--- src/rtl/uart_tx_byte_if.sv ---
// rtl/uart_tx_byte_if.sv - byte handshake between an upstream producer and the uart transmitter
//
// Signals:
//   tx_data  - byte offered by the producer
//   tx_valid - producer has a byte on tx_data
//   tx_ready - transmitter can take a byte this cycle
// Modports: master = producer side, slave = transmitter side.
interface uart_tx_byte_if;
  logic [7:0] tx_data;
  logic       tx_valid;
  logic       tx_ready;

  modport master (output tx_data, output tx_valid, input tx_ready);
  modport slave  (input tx_data, input tx_valid, output tx_ready);
endinterface

--- src/rtl/uart_tx_byte.sv ---
// rtl/uart_tx_byte.sv - 8N1/8N2 uart transmitter fed by a valid/ready byte handshake
//
// Ports:
//   clock   - single clock, rising edge
//   reset_n - synchronous active-low reset
//   up      - byte handshake (slave side): tx_data, tx_valid in; tx_ready out
//   tx      - registered serial line, idle high
//   busy    - frame in progress
// Parameters:
//   CLKS_PER_BIT - clock cycles per serial bit (2..65535)
//   STOP_BITS    - number of stop bits (1 or 2)
module uart_tx_byte #(
  parameter int CLKS_PER_BIT = 868,
  parameter int STOP_BITS    = 1
) (
  input  logic           clock,
  input  logic           reset_n,
  uart_tx_byte_if.slave  up,
  output logic           tx,
  output logic           busy
);

  localparam int CW = $clog2(CLKS_PER_BIT);
  localparam logic [CW-1:0] CNT_LAST  = CW'(CLKS_PER_BIT - 1);
  localparam logic [2:0]    STOP_LAST = 3'(STOP_BITS - 1);

  typedef enum logic [1:0] {IDLE, START, DATA, STOP} state_t;

  state_t        state;
  logic [CW-1:0] bit_cnt;
  logic [2:0]    bit_idx;
  logic [7:0]    shift;
  logic          bit_end;

  assign bit_end     = (bit_cnt == CNT_LAST);
  // Gated by reset_n so nothing upstream sees a ready while reset is held.
  assign up.tx_ready = (state == IDLE) && reset_n;
  assign busy        = (state != IDLE);

  always_ff @(posedge clock) begin
    if (!reset_n) begin
      state   <= IDLE;
      tx      <= 1'b1;
      bit_cnt <= '0;
      bit_idx <= '0;
      shift   <= '0;
    end else begin
      // The line level follows the state one cycle later, which keeps tx a
      // plain flop with no path from the handshake inputs.
      case (state)
        START:   tx <= 1'b0;
        DATA:    tx <= shift[0];
        default: tx <= 1'b1;
      endcase

      if (state == IDLE) begin
        if (up.tx_valid && up.tx_ready) begin
          shift   <= up.tx_data;
          bit_cnt <= '0;
          bit_idx <= '0;
          state   <= START;
        end
      end else if (!bit_end) begin
        bit_cnt <= bit_cnt + 1'b1;
      end else begin
        bit_cnt <= '0;
        case (state)
          START: begin
            bit_idx <= '0;
            state   <= DATA;
          end
          DATA: begin
            shift <= shift >> 1;
            if (bit_idx == 3'd7) begin
              bit_idx <= '0;
              state   <= STOP;
            end else begin
              bit_idx <= bit_idx + 1'b1;
            end
          end
          STOP: begin
            if (bit_idx == STOP_LAST) begin
              bit_idx <= '0;
              state   <= IDLE;
            end else begin
              bit_idx <= bit_idx + 1'b1;
            end
          end
          default: state <= IDLE;
        endcase
      end
    end
  end

endmodule

--- src/flat_wrapper.sv ---
// flat-port wrapper written by rule: the top's interface ports become plain ports
module uart_tx_byte_flat 
#(
  parameter int CLKS_PER_BIT = 868,
  parameter int STOP_BITS    = 1
)
  (clock, reset_n, tx, busy, up_tx_data, up_tx_valid, up_tx_ready);
  uart_tx_byte_if up_i ();
  input  logic clock;
  input  logic reset_n;
  output logic tx;
  output logic busy;
  input wire logic [$bits(up_i.tx_data)-1:0] up_tx_data;
  input wire logic [$bits(up_i.tx_valid)-1:0] up_tx_valid;
  output wire logic [$bits(up_i.tx_ready)-1:0] up_tx_ready;
  assign up_i.tx_data = up_tx_data;
  assign up_i.tx_valid = up_tx_valid;
  assign up_tx_ready = up_i.tx_ready;
  uart_tx_byte #(.CLKS_PER_BIT(CLKS_PER_BIT), .STOP_BITS(STOP_BITS)) u_core (.clock(clock), .reset_n(reset_n), .up(up_i), .tx(tx), .busy(busy));
endmodule
--- config.mk ---
export PLATFORM = sky130hd
export DESIGN_NAME = uart_tx_byte_flat
export DESIGN_NICKNAME = d
export VERILOG_FILES = /design/src/rtl/uart_tx_byte_if.sv /design/src/rtl/uart_tx_byte.sv /design/src/flat_wrapper.sv
export SDC_FILE = /design/constraint.sdc
export NUM_CORES = 1
export LEC_CHECK = 0
export ABC_AREA = 1
export CAP_MARGIN = 25
export CORE_ASPECT_RATIO = 1.5
export CORE_UTILIZATION = 35
export DETAILED_ROUTE_END_ITERATION = 8
export DONT_BUFFER_PORTS = 1
export PLACE_DENSITY = 0.57
export SYNTH_ARGS = -nofsm -noshare
export SYNTH_HDL_FRONTEND = slang
export SYNTH_SLANG_ARGS = --single-unit
--- constraint.sdc ---
create_clock -name clock -period 1.78 [get_ports clock]
set_input_delay 0.445 -clock clock [delete_from_list [all_inputs] [get_ports clock]]
set_output_delay 0.445 -clock clock [all_outputs]
set_load 0.01 [all_outputs]
==> run summary <==
Status - complete, no violations
Largest net degree at the start of global routing - 24
Synth Area in Compound Gates - 0.141
Area growth syn-to-layout - 5.36%
# IOs - 14
CP Max Fanout - 6
Worst skew pair latency - 0.26 ns
CTS root buf - clkbuf_8
Hold-fix buffers, CTS - 0
Cell Area, Synth - 1450 um^2
Total placed cells including tap cells - 242
# H-tree levels - 1
Pwr dens - 786 nW/um^2
P_leak - 0.636 nW
TritonCTS Buffers - 3
# fillers - 445
Die area - 4400 um^2
Final ANT Viol Nets - 0
Synth Area in XOR/XNOR - 0
Post-synth EDFFs - 0
Hold path endpoint - u_core.shift[2]
Most instantiated library cell after synthesis - nand2_1
Register-to-register path setup slack - 0.26 ns
Distinct cells, synth - 24
Sink Count - 24
Std cell rows - 28
Synth Flop Type - dfxtp_1
Nets - 222
Final hold slack - 0.287 ns
Post-layout minimum cycle time - 1.65 ns
Worst r2r path cells - 9
DP Wirelength - 2150 um
Antenna cells - 0
Routed vias/inst - 4.95
Final WL - 2910 um
Simple-Gate Fraction of Synth Area - 0.303
Synth Net Count - 221
Min-Delay Path Class - in2reg
FF-to-FF End - u_core.bit_idx[1]
Vias in the first global route - 1157
PnR worst setup slack - 0.125 ns
Worst Tran Pin Value - 0.314 ns
Area share of fa/ha/maj cells after synthesis - 0.0778
Max Cap Viol - 0
Hold Violations, Final - 0
Via count - 1217
Slew Limit Fails - 0
Worst Path Required - 1.33 ns
Post-Syn Area per Cell - 7.20 um^2
Register area share after synthesis - 0.332
Cells taking the most area after synthesis - dfxtp_1 (33%), nand2_1 (11%), ha_1 (7.8%), nand3_1 (6.9%), a21oi_1 (6.6%)
Layout cells sized above 1 - 0.154
Crit path launch - u_core.state[0]
Cell taking the most area after synthesis - dfxtp_1
Post-CTS Setup Bufs - 0
Storage cell area - 480 um^2
Relative max-transition margin - 0.790
Height of the die - 80.8 um
Placer congestion estimate - 0.786
Worst IR drop on VDD - 0.533 mV
Clock skew - 0.00542 ns
Cell Count, Final, Fillers Out - 246
Proportion of synthesized area in mux cells - 0.0484
Initial antenna violation count - 0
Top cell type's share of synthesized area - 0.332
Worst slack at placement - 0.256 ns
HP Start - reset_n
Crit Path Class - reg2out
F_max - 604 MHz
Final core occ - 0.385
Worst hold path depth - 2
Mapped Cells - 201
DRT iter0 DRCs - 29
Wire length per cell - 11.8 um
Yosys warnings - 0
Largest family of logic cells by synthesized area - simple AND/OR/NAND/NOR gates
Die Width - 54.5 um
Critical Path AT - 1.21 ns
DRC viols - 0
Global Route Usage Sum - 0.149
Global-route wire length before repair - 4910 um
Core area - 3960 um^2
Total negative slack - 0 ns
Final setup viols - 0
Post-synthesis async set-or-reset flop share - 0
CTS Buffer Depth - 2
Count of input and output buffers - 0
RSZ-0062 raised after global routing - false
CTS tree - built
Overflow after GRT - 0
TritonRoute pass-1 iters - 4
Worst-path clk slew - 0.09 ns
Synth Register Bits - 24
Period utilization - 0.930
Reg2reg start - u_core.state[0]
Nature of the critical path startpoint - flip-flop
CP endpoint kind - output port
Top cells by count, synth - nand2_1 (41), dfxtp_1 (24), nor2_1 (21)
Multi-input gate area - 828 um^2
Starting density of the core - 0.366
-- worst max-delay path: stages (launching register included) --
cell     delay, ns
dfxtp_1       0.38
inv_1         0.09
ha_2          0.22
inv_2         0.09
buf_4         0.16
-- placed cells by master, fill, tap and decap left out --
cell / n
buf_4: 4
nand2_4: 1
o21ai_0: 3
ha_1: 8
a21oi_2: 5
nand3b_1: 1
nand2_1: 41
mux2i_1: 7
a21oi_1: 19
nand4_1: 1
nand3_1: 20
inv_1: 14
inv_2: 6
o21bai_1: 2
nand4_2: 1
clkbuf_8: 4
dfxtp_1: 24
ha_2: 1
nor2_2: 3
nor2_1: 21
o21ai_1: 7
nand2_2: 6
or2_1: 2
-- how the worst max path moves through the flow --
stage,endpoint,slack [ns],depth (start not counted)
floorplan,u_core.shift[0],0.32,10
global placement,u_core.shift[0],0.28,8
detailed placement,u_core.shift[0],0.26,8
CTS,busy,0.05,4
global route,busy,0.01,4
finish,busy,0.13,4
-- kinds of logic after synthesis --
family	count (synthesis)
buffers and inverters	28
adders and majority gates	9
AOI/OAI and AO/OA	36
muxes	7
and+or+nand+nor	97
DFF	24
-- sequential cells by signal (all words and copies together) (netlist names) --
register,cells
u_core.bit_cnt,10
u_core.shift,8
u_core.bit_idx,3
u_core.state,2
u_core.tx,1
-- layer usage --
metal / vias to the layer above / global-route usage / part of all wire
li1: 650 / - / -
met1: 547 / 0.178 / 0.45
met2: 18 / 0.260 / 0.51
met3: 2 / 0.0318 / 0.039
met4: 0 / 0.0385 / 0.0038
met5: - / 0 / 0
-- power by group --
part | switching, mW | leakage [nW] | internal [mW]
logic | 0.148 | 0.412 | 0.0913
registers | 0.0204 | 0.195 | 0.566
clock network | 0.176 | 0.0288 | 0.197
total | 0.345 | 0.636 | 0.855
-- repair_timing --
| action | in CTS | in global routing |
|---|---|---|
| gates resized for setup | 0 | 1 |
| hold endpoints to repair | 0 | 0 |
| setup endpoints to repair | 0 | 1 |
-- through the flow --
step / total power, mW / cell area (um^2)
after floorplan: 0.804 / 1450
after global placement: 0.840 / 1470
after detailed placement: 0.840 / 1470
after CTS: 1.22 / 1520
after global routing: 1.27 / 1530
final: 1.20 / 1530
-- layout make-up --
| class | instances | area share |
|---|---|---|
| Tap cell | 45 | 0.0369 |
| Timing Repair Buffer | 4 | 0.0197 |
| Sequential cell | 24 | 0.315 |
| Inverter | 20 | 0.0492 |
| Clock buffer | 4 | 0.0361 |
| Multi-Input combinational cell | 149 | 0.543 |
No activity file was read; power rests on OpenSTA's default activity.
